$ cat config.mk
export PLATFORM = sky130hd
export DESIGN_NAME = sha_round_ctrl
export DESIGN_NICKNAME = d
export VERILOG_FILES = /design/src/rtl/sha_ctrl_pkg.sv /design/src/rtl/sha_msg_sched.sv /design/src/rtl/sha_round_ctrl.sv
export SDC_FILE = /design/constraint.sdc
export NUM_CORES = 2
export LEC_CHECK = 0
export CAP_MARGIN = 20
export CORE_AREA = 2 2 431 433
export DETAILED_ROUTE_END_ITERATION = 16
export DIE_AREA = 0 0 433 435
export GPL_TIMING_DRIVEN = 0
export SLEW_MARGIN = 10
export SYNTH_ARGS = -nofsm -noshare
export SYNTH_HDL_FRONTEND = slang
export SYNTH_SLANG_ARGS = --single-unit
$ cat constraint.sdc
create_clock -name clk -period 11.15 [get_ports clk]
set_input_delay 1.6725 -clock clk [delete_from_list [all_inputs] [get_ports clk]]
set_output_delay 1.6725 -clock clk [all_outputs]
set_load 0.01 [all_outputs]
$ cat src/rtl/sha_ctrl_pkg.sv
// Shared constants for the SHA-256 round controller: round constants, rotate/shift
// amounts, the FSM state type and the standard initial hash value.
package sha_ctrl_pkg;

   typedef enum logic [2:0] {
      S_IDLE,
      S_FETCH,
      S_ISSUE,
      S_WAIT,
      S_UPDATE,
      S_FINAL
   } state_t;

   // Sigma1 (T1 path) and Sigma0 (T2 path) rotate amounts, also driven to the stage
   localparam int unsigned BS1_R0 = 6;
   localparam int unsigned BS1_R1 = 11;
   localparam int unsigned BS1_R2 = 25;
   localparam int unsigned BS0_R0 = 2;
   localparam int unsigned BS0_R1 = 13;
   localparam int unsigned BS0_R2 = 22;

   // message-schedule sigma0/sigma1: two rotates and one logical shift each
   localparam int unsigned SS0_R0 = 7;
   localparam int unsigned SS0_R1 = 18;
   localparam int unsigned SS0_SH = 3;
   localparam int unsigned SS1_R0 = 17;
   localparam int unsigned SS1_R1 = 19;
   localparam int unsigned SS1_SH = 10;

   localparam logic [255:0] IV =
      256'h6a09e667bb67ae853c6ef372a54ff53a510e527f9b05688c1f83d9ab5be0cd19;

   localparam logic [31:0] K [64] = '{
      32'h428a2f98, 32'h71374491, 32'hb5c0fbcf, 32'he9b5dba5, 32'h3956c25b, 32'h59f111f1, 32'h923f82a4, 32'hab1c5ed5,
      32'hd807aa98, 32'h12835b01, 32'h243185be, 32'h550c7dc3, 32'h72be5d74, 32'h80deb1fe, 32'h9bdc06a7, 32'hc19bf174,
      32'he49b69c1, 32'hefbe4786, 32'h0fc19dc6, 32'h240ca1cc, 32'h2de92c6f, 32'h4a7484aa, 32'h5cb0a9dc, 32'h76f988da,
      32'h983e5152, 32'ha831c66d, 32'hb00327c8, 32'hbf597fc7, 32'hc6e00bf3, 32'hd5a79147, 32'h06ca6351, 32'h14292967,
      32'h27b70a85, 32'h2e1b2138, 32'h4d2c6dfc, 32'h53380d13, 32'h650a7354, 32'h766a0abb, 32'h81c2c92e, 32'h92722c85,
      32'ha2bfe8a1, 32'ha81a664b, 32'hc24b8b70, 32'hc76c51a3, 32'hd192e819, 32'hd6990624, 32'hf40e3585, 32'h106aa070,
      32'h19a4c116, 32'h1e376c08, 32'h2748774c, 32'h34b0bcb5, 32'h391c0cb3, 32'h4ed8aa4a, 32'h5b9cca4f, 32'h682e6ff3,
      32'h748f82ee, 32'h78a5636f, 32'h84c87814, 32'h8cc70208, 32'h90befffa, 32'ha4506ceb, 32'hbef9a3f7, 32'hc67178f2
   };

   function automatic logic [31:0] rotr32(input logic [31:0] x, input int unsigned n);
      return (x >> n) | (x << (32 - n));
   endfunction

   function automatic logic [31:0] small_sigma0(input logic [31:0] x);
      return rotr32(x, SS0_R0) ^ rotr32(x, SS0_R1) ^ (x >> SS0_SH);
   endfunction

   function automatic logic [31:0] small_sigma1(input logic [31:0] x);
      return rotr32(x, SS1_R0) ^ rotr32(x, SS1_R1) ^ (x >> SS1_SH);
   endfunction

endpackage

$ cat src/rtl/sha_msg_sched.sv
// SHA-256 message expansion: 16-word shift window producing W[t] for t >= 16.
// Only instantiated when SHA_ROUND_CTRL_MSG_SCHED_EN is defined.
module sha_msg_sched
   import sha_ctrl_pkg::*;
#(
   parameter int DATA_W = 32
) (
   input  logic              clk,
   input  logic              rst,
   input  logic              i_shift,
   input  logic [DATA_W-1:0] i_word,
   output logic [DATA_W-1:0] o_next
);

   // r_win[0] is W[t-1], r_win[15] is W[t-16]
   logic [DATA_W-1:0] r_win [16];

   always_ff @(posedge clk) begin
      if (rst) begin
         for (int unsigned i = 0; i < 16; i++) r_win[i] <= '0;
      end else if (i_shift) begin
         r_win[0] <= i_word;
         for (int unsigned i = 1; i < 16; i++) r_win[i] <= r_win[i-1];
      end
   end

   assign o_next = small_sigma1(r_win[1]) + r_win[6] + small_sigma0(r_win[14]) + r_win[15];

endmodule

$ cat src/rtl/sha_round_ctrl.sv
// SHA-256 compression sequencer around an external T_Stage (T1/T2) datapath.
// Define SHA_ROUND_CTRL_MSG_SCHED_EN to expand W[16..63] internally.
module sha_round_ctrl
   import sha_ctrl_pkg::*;
#(
   parameter int DATA_W    = 32,
   parameter int STAGE_LAT = 2,
   parameter int ROUNDS    = 64
) (
   input  logic                  clk,
   input  logic                  rst,
   input  logic                  start,
   input  logic [8*DATA_W-1:0]   h_in,
   input  logic [DATA_W-1:0]     w_data,
   input  logic                  w_valid,
   output logic                  w_ready,
   output logic                  busy,
   output logic                  done,
   output logic [8*DATA_W-1:0]   digest,
   output logic [5:0]            round,
   output logic                  stage_run,
   output logic [DATA_W-1:0]     stage_in0,
   output logic [DATA_W-1:0]     stage_in1,
   output logic [DATA_W-1:0]     stage_in2,
   output logic [DATA_W-1:0]     stage_in3,
   output logic [DATA_W-1:0]     stage_in4,
   output logic [DATA_W-1:0]     stage_in5,
   output logic [DATA_W-1:0]     stage_in6,
   output logic [DATA_W-1:0]     stage_in7,
   output logic [DATA_W-1:0]     stage_in8,
   output logic [31:0]           stage_c0,
   output logic [31:0]           stage_c1,
   output logic [31:0]           stage_c2,
   output logic [31:0]           stage_c3,
   output logic [31:0]           stage_c4,
   output logic [31:0]           stage_c5,
   input  logic [DATA_W-1:0]     stage_t1,
   input  logic [DATA_W-1:0]     stage_t2
);

   state_t              r_state, w_next;
   logic [5:0]          r_round;
   logic [3:0]          r_cnt;
   logic                r_busy, r_done;
   logic [DATA_W-1:0]   r_var [8];   // a..h
   logic [DATA_W-1:0]   r_h   [8];   // H0..H7
   logic [DATA_W-1:0]   r_w, r_k, r_t1, r_t2;
   logic [8*DATA_W-1:0] r_digest;

   logic                w_start_ok, w_hs_phase, w_fetch, w_rdy, w_run;
   logic [DATA_W-1:0]   w_word;

   // busy gates start so a start in the done cycle is not taken
   assign w_start_ok = (r_state == S_IDLE) && start && !r_busy;

`ifdef SHA_ROUND_CTRL_MSG_SCHED_EN
   logic [DATA_W-1:0] w_sched;
   assign w_hs_phase = (r_round < 6'd16);
   assign w_word     = w_hs_phase ? w_data : w_sched;
   sha_msg_sched #(.DATA_W(DATA_W)) u_msg_sched (
      .clk     (clk),
      .rst     (rst),
      .i_shift (w_fetch),
      .i_word  (w_word),
      .o_next  (w_sched)
   );
`else
   assign w_hs_phase = 1'b1;
   assign w_word     = w_data;
`endif

   always_ff @(posedge clk) begin
      if (rst) r_state <= S_IDLE;
      else     r_state <= w_next;
   end

   always_comb begin
      w_next  = r_state;
      w_rdy   = 1'b0;
      w_fetch = 1'b0;
      w_run   = 1'b0;
      case (r_state)
         S_IDLE:   if (w_start_ok) w_next = S_FETCH;
         S_FETCH: begin
            w_rdy   = w_hs_phase;
            w_fetch = w_hs_phase ? w_valid : 1'b1;
            if (w_fetch) w_next = S_ISSUE;
         end
         S_ISSUE: begin
            w_run  = 1'b1;
            w_next = S_WAIT;
         end
         S_WAIT:   if (r_cnt == 4'd1) w_next = S_UPDATE;
         S_UPDATE: w_next = (r_round == 6'(ROUNDS - 1)) ? S_FINAL : S_FETCH;
         S_FINAL:  w_next = S_IDLE;
         default:  w_next = S_IDLE;
      endcase
   end

   always_ff @(posedge clk) begin
      if (rst) begin
         r_busy   <= 1'b0;
         r_done   <= 1'b0;
         r_round  <= '0;
         r_cnt    <= '0;
         r_w      <= '0;
         r_k      <= '0;
         r_t1     <= '0;
         r_t2     <= '0;
         r_digest <= '0;
         for (int unsigned i = 0; i < 8; i++) begin
            r_var[i] <= '0;
            r_h[i]   <= '0;
         end
      end else begin
         r_done <= 1'b0;
         if (r_done) r_busy <= 1'b0;
         case (r_state)
            S_IDLE: if (w_start_ok) begin
               r_busy  <= 1'b1;
               r_round <= '0;
               for (int unsigned i = 0; i < 8; i++) begin
                  r_h[i]   <= h_in[(7-i)*DATA_W +: DATA_W];
                  r_var[i] <= h_in[(7-i)*DATA_W +: DATA_W];
               end
            end
            // K is registered alongside W so stage_in7 reads 0 out of reset
            S_FETCH: if (w_fetch) begin
               r_w <= w_word;
               r_k <= K[r_round];
            end
            S_ISSUE: r_cnt <= 4'(STAGE_LAT);
            S_WAIT: begin
               r_cnt <= r_cnt - 4'd1;
               if (r_cnt == 4'd1) begin
                  r_t1 <= stage_t1;
                  r_t2 <= stage_t2;
               end
            end
            S_UPDATE: begin
               r_var[7] <= r_var[6];
               r_var[6] <= r_var[5];
               r_var[5] <= r_var[4];
               r_var[4] <= r_var[3] + r_t1;
               r_var[3] <= r_var[2];
               r_var[2] <= r_var[1];
               r_var[1] <= r_var[0];
               r_var[0] <= r_t1 + r_t2;
               if (r_round != 6'(ROUNDS - 1)) r_round <= r_round + 6'd1;
            end
            S_FINAL: begin
               for (int unsigned i = 0; i < 8; i++)
                  r_digest[(7-i)*DATA_W +: DATA_W] <= r_h[i] + r_var[i];
               r_done <= 1'b1;
            end
            default: ;
         endcase
      end
   end

   assign w_ready   = w_rdy;
   assign stage_run = w_run;
   assign busy      = r_busy;
   assign done      = r_done;
   assign digest    = r_digest;
   assign round     = r_round;

   // d is not a stage input: e <= d + T1 happens here
   assign stage_in0 = r_var[0];
   assign stage_in1 = r_var[1];
   assign stage_in2 = r_var[2];
   assign stage_in3 = r_var[4];
   assign stage_in4 = r_var[5];
   assign stage_in5 = r_var[6];
   assign stage_in6 = r_var[7];
   assign stage_in7 = r_k;
   assign stage_in8 = r_w;

   assign stage_c0 = 32'(BS1_R0);
   assign stage_c1 = 32'(BS1_R1);
   assign stage_c2 = 32'(BS1_R2);
   assign stage_c3 = 32'(BS0_R0);
   assign stage_c4 = 32'(BS0_R1);
   assign stage_c5 = 32'(BS0_R2);

endmodule

[After elaboration in Yosys (flattened, before gate mapping)]
Memories as Yosys holds them, arrays and structs flattened. A register that Yosys moved wholly into a read port is not among the register bits.
Index checks and enable logic that the tools add are counted.
Word-level totals
  register bits: 367
  RAM bits: 512
  bits in read-only memories: 2048
  input bits: 356
  output and inout port bits: 746
  logic and storage cells: 120
  memories kept: 3
Memory list
  (no name shown): depth 64, width 32, rd ports 1, clocked after Yosys merged registers in 1, write ports 0, RTL line sha_round_ctrl.sv:130  | r_k <= K[r_round];
  r_h: depth 8, width 32, rd ports 8, clocked after Yosys merged registers in 0, write ports 8, RTL line sha_round_ctrl.sv:46  | logic [DATA_W-1:0] r_h [8];
  r_var: depth 8, width 32, rd ports 8, clocked after Yosys merged registers in 0, write ports 8, RTL line sha_round_ctrl.sv:45  | logic [DATA_W-1:0] r_var [8];
Cells by class
  add/subtract/negate cells: 12
  equal/unequal tests: 12
  muxes and demuxes: 49
  bitwise operators: 25
  reduce and logical (&&, ||, !) cells: 10
Operator list (number)
  32-bit two-way mux: 24
  32-bit adder: 10
  1-bit bitwise OR: 24
  1-bit two-way mux: 16
  3-bit one-hot mux with 5 select lines: 1
  3-bit two-way mux: 4
  6-bit two-way mux: 2
  6-bit one-hot mux with 2 select lines: 1
  2-bit inequality test (second input constant): 4
  4-bit one-hot mux with 2 select lines: 1
  6-bit NOT with 7-bit output: 1
  6-bit by 1-bit adder with 6-bit output (second input constant): 1
  3-bit by 2-bit == test with 1-bit output (second input constant): 2
  3-bit == test (second input constant): 2
  6-bit == test (second input constant): 1
  6-bit inequality test (second input constant): 1
  3-bit AND reduction: 2
  4-bit by 1-bit == test with 1-bit output (second input constant): 1
  2-bit AND reduction: 2
  2-bit nonzero test: 2
  4-bit by 1-bit subtractor with 4-bit output (second input constant): 1
  3-bit by 1-bit == test with 1-bit output (second input constant): 1
  3-bit logical NOT: 1
  1-bit logical AND: 2
  1-bit logical NOT: 1

[Logic depth before layout (Yosys ltp)]
  depth in word-level cells: 9
  depth in mapped cells: 14
  mapped depth without buffers: 14

[Worst setup path after synthesis]
Ideal clock, no wire load.
  path type: input-to-reg
  start point: input port start
  end point: memory r_h[0][0], enable pin
  library setup time: 1.966 ns
  arrival: 6.721 ns
  required time: 9.184 ns
  setup slack: 2.464 ns
  stages: 5
  path buffers: 2
  cells stage by stage: nor2b_1 > clkbuf_1 > nand3b_1 > clkbuf_1 > nand2_1
RTL lines
  start, declared: RTL line sha_round_ctrl.sv:12  | input logic start,
  end, declared: RTL line sha_round_ctrl.sv:46

[Worst setup path after layout]
  start point: register r_round[1] (netlist: round[1])
  end point: register r_k[1] (netlist: stage_in7[1])
On the way
  word-level cells in the longest chain between the ends: 1
RTL lines
  start, declared: RTL line sha_round_ctrl.sv:42  | logic [5:0] r_round;
  start signal, assigned: RTL line sha_round_ctrl.sv:149  | if (r_round != 6'(ROUNDS - 1)) r_round <= r_round + 6'd1;
  6-bit NOT with 7-bit output (implied by the code): RTL line sha_round_ctrl.sv:130
  end, declared: RTL line sha_round_ctrl.sv:47  | logic [DATA_W-1:0] r_w, r_k, r_t1, r_t2;
Every way passes these cells.
A chain may end at the register's enable or synchronous reset.

==> results by group <==
Outcome
  • Status: finished clean

Timing
  • Post-layout min period: 5.50 ns
  • RSZ-0062 raised after global routing: no
  • Fin. Hold Viols: 0
  • Worst relative slew slack: 18.8%
  • Final period util: 49.4%
  • Worst Max-Slew Pin Slew: 1.21 ns
  • Final setup fails: 0
  • Final slew viol count: 0
  • Clock skew: 0.0457 ns
  • Fmax: 182 MHz

GRT
  • GRT met1 Usage: 33.8%
  • Total GRT Usage: 29.3%
  • Largest net degree at the start of global routing: 54
  • Initial antenna violation count: 30
  • Grt peak-use layer: met2
  • Met3 usage: 4.12%
  • First-pass GRT wire length: 388000 um
  • GRT met2 Usage: 49.7%
  • Vias in the first global route: 50.0k
  • Grt total ovfl: 0

Clock network
  • Htree depth: 3
  • Clk Latency, worst-skew pair: 0.79 ns
  • # hold bufs at CTS: 0
  • Reg clk slew, reported paths: 0.06 ns
  • Clk buf depth: 3
  • # clock sinks: 911
  • CTS tree: done
  • Setup bufs post-CTS: 0
  • Root buf cell: clkbuf_16
  • PostCTS Resize Cnt: 0
  • CTS buffer count: 110

Synthesis
  • Synth area leader: edfxtp_1
  • Top cells by area, synth: edfxtp_1 (25%), dfxtp_1 (17%), ha_1 (7.7%)
  • Async SR Flop Fraction: 0%
  • Post-synth top cells: nand2_1 (790), a21oi_1 (598), dfxtp_1 (463)
  • Synth unique cells: 90
  • Post-synth EDFFs: 448
  • Warnings, synthesis: 0
  • Mapped cell area: 0.0536 sq mm
  • Post-synthesis sequential area ratio: 42.4%
  • Top-count cell post-synth: nand2_1
  • #FFs+latches synth: 911
  • Cell count after synthesis: 5912
  • Share of the synthesized area in the top cell type: 25.1%
  • Post-synth top flop: dfxtp_1
  • Syn avg cell area: 9.07 sq um

Die
  • Site Rows: 158
  • Starting density of the core: 29.1%
  • Die Wd: 433 um
  • Die ar.: 0.188 sq mm
  • Die height: 435 um
  • Area of the core: 0.184 sq mm
  • Ports: 1102

Finish
  • Layout cell share with drive strength beyond 1: 9.52%
  • Net count reported at finish: 7856
  • Multi-input logic area: 0.0270 sq mm
  • Area delta synth->final: 32.5%
  • Final std cells w/o fill: 9758
  • Number of fill cells in the layout: 18.5k
  • Sequential standard cell area: 0.0227 sq mm
  • Final Cell Area: 0.0710 sq mm

Worst setup path
  • FF-to-FF path depth: 11
  • Crit start category: flip-flop
  • Reg-to-reg startpoint: round[1]$_SDFFE_PP0P_
  • Kind of critical path: flip-flop to flip-flop
  • Reg2Reg Setup Slack: 5.65 ns
  • Critical Path End: stage_in7[1]$_SDFFE_PP0P_
  • CP Capture Type: flip-flop
  • R2r endpoint: stage_in7[1]$_SDFFE_PP0P_
  • WP data arrival: 6.11 ns
  • CP Launch Point: round[1]$_SDFFE_PP0P_
  • Worst Path Required: 11.76 ns
  • Crit path max fanout: 14

Drt
  • Via count: 50.9k
  • Number of DRC markers in iteration 0: 4323
  • Post-route ant nets: 0
  • TritonRoute pass-1 iters: 6
  • Vias per cell: 5.22
  • Routed wire length per instance: 29.3 um
  • WL final: 286000 um
  • DRC: 0

Hold path
  • Min-Delay Path Depth: 2
  • Worst hold path type: flip-flop to flip-flop

Power
  • Leakage Power: 0.0305 uW
  • Max VDD drop: 122 uV
  • Pwr Density: 141 mW/mm^2

Run
  • Max Cap Viol: 0

Placed design
  • Buffers on Ports: 909
  • GP Congestion: 0.999
  • Inst Count DP: 9525
  • Post-DP Area: 0.0672 sq mm
  • Placed wire-length estimate: 233000 um
[cells in the final DEF (no fill, tap or decap), types with 22 or more instances in the layout]
cell type	synthesis	routed
inv_1	83	83
nand4_1	43	43
nor2_1	368	366
o221ai_1	31	31
edfxtp_1	448	448
clkbuf_2	0	30
a21oi_1	598	598
o31ai_1	26	26
o211ai_1	22	22
o21ai_1	112	112
nor2b_1	103	103
a21o_1	350	350
xnor2_1	171	171
o21a_1	31	31
clkdlybuf4s50_1	0	909
clkbuf_1	301	293
xor2_1	100	100
nand2_1	790	789
a211oi_1	85	85
o21bai_1	41	41
ha_1	329	329
buf_4	416	417
and3_1	213	213
nand3_1	86	84
o21ai_0	198	198
a31oi_1	34	34
dfxtp_1	463	463
a311oi_1	63	63
nor3_1	57	57
clkbuf_16	0	119
conb_1	2	192
buf_1	24	25
nand2b_1	40	40
[layer usage]
layer  part of all wire, %  wire [um]
met1                    38     109000
met2                    48     138000
met3                   6.2      17600
met4                   7.7      22200
met5                0.0087         25
[how the worst min path moves through the flow]
stage / slack (ns) / start / to
global route: 0.45 / digest[27]$_SDFFE_PP0P_ / digest[27]$_SDFFE_PP0P_
finish: 0.44 / digest[29]$_SDFFE_PP0P_ / digest[29]$_SDFFE_PP0P_
global placement: 0.44 / digest[27]$_SDFFE_PP0P_ / digest[27]$_SDFFE_PP0P_
floorplan: 0.44 / r_t2[0]$_SDFFE_PP0P_ / r_t2[0]$_SDFFE_PP0P_
CTS: 0.45 / digest[27]$_SDFFE_PP0P_ / digest[27]$_SDFFE_PP0P_
detailed placement: 0.44 / digest[27]$_SDFFE_PP0P_ / digest[27]$_SDFFE_PP0P_
[logic make-up (layout without fill, tap and decap cells)]
group | after synthesis | in the layout | share of synthesized area (%)
xor gates and xnor gates | 271 | 271 | 4.42
DFF | 911 | 911 | 42.4
and+or+nand+nor | 1793 | 1793 | 15.3
other | 2 | 212 | 0.0140
buffers and inverters | 828 | 1984 | 8.71
adders and majority gates | 339 | 339 | 8.05
AOI/OAI and AO/OA | 1764 | 1764 | 21.0
muxes | 4 | 4 | 0.0980
[state kept, by name, summed over array words and instances, names as in the netlist]
name	count
digest	256
r_h	256
r_var	256
r_t1	32
r_t2	32
stage_in7	32
stage_in8	32
round	6
r_cnt	4
r_state	3
busy	1
done	1
[critical path, cell delays in order (launching register included)]
cell,delay [ns]
dfxtp_1,0.90
clkbuf_1,0.35
clkinv_1,0.76
ha_1,0.58
clkbuf_1,0.21
nor2_1,0.26
clkbuf_1,0.66
o21ai_0,0.28
a21oi_1,0.37
a211oi_1,0.11
a211oi_1,0.75
nor3_1,0.09
[cell type report]
class	instances	share of cell area, %
repair buffers	947	13.7
multi-input cells	4363	38.0
diodes	20	0.0704
plain buffers	743	6.18
clock inverters	58	0.717
flip-flops and latches	911	32.0
clock buffers	151	4.50
inverters	85	0.449
well taps	2480	4.37
[through the flow]
stage	util, %	setup slack, ns	setup TNS [ns]	hold slack [ns]	total power, uW
finish	38.6	5.65	0	0.443	10000
global route	38.6	5.68	0	0.454	10400
CTS	38.6	5.50	0	0.445	10100
detailed placement	36.5	4.66	0	0.438	6340
global placement	36.2	-6.31	-1963.19	0.438	6360
floorplan	-	2.46	0	0.440	5300
[where the power goes]
group / total [uW] / internal [uW] / leakage (uW) / switching, uW
Clock: 3740 / 2130 / 0.00181 / 1610
Combinational: 2310 / 977 / 0.0202 / 1330
Sequential: 3990 / 3760 / 0.00852 / 228
Total: 10000 / 6870 / 0.0305 / 3170
(Power assumes the default switching activity.)
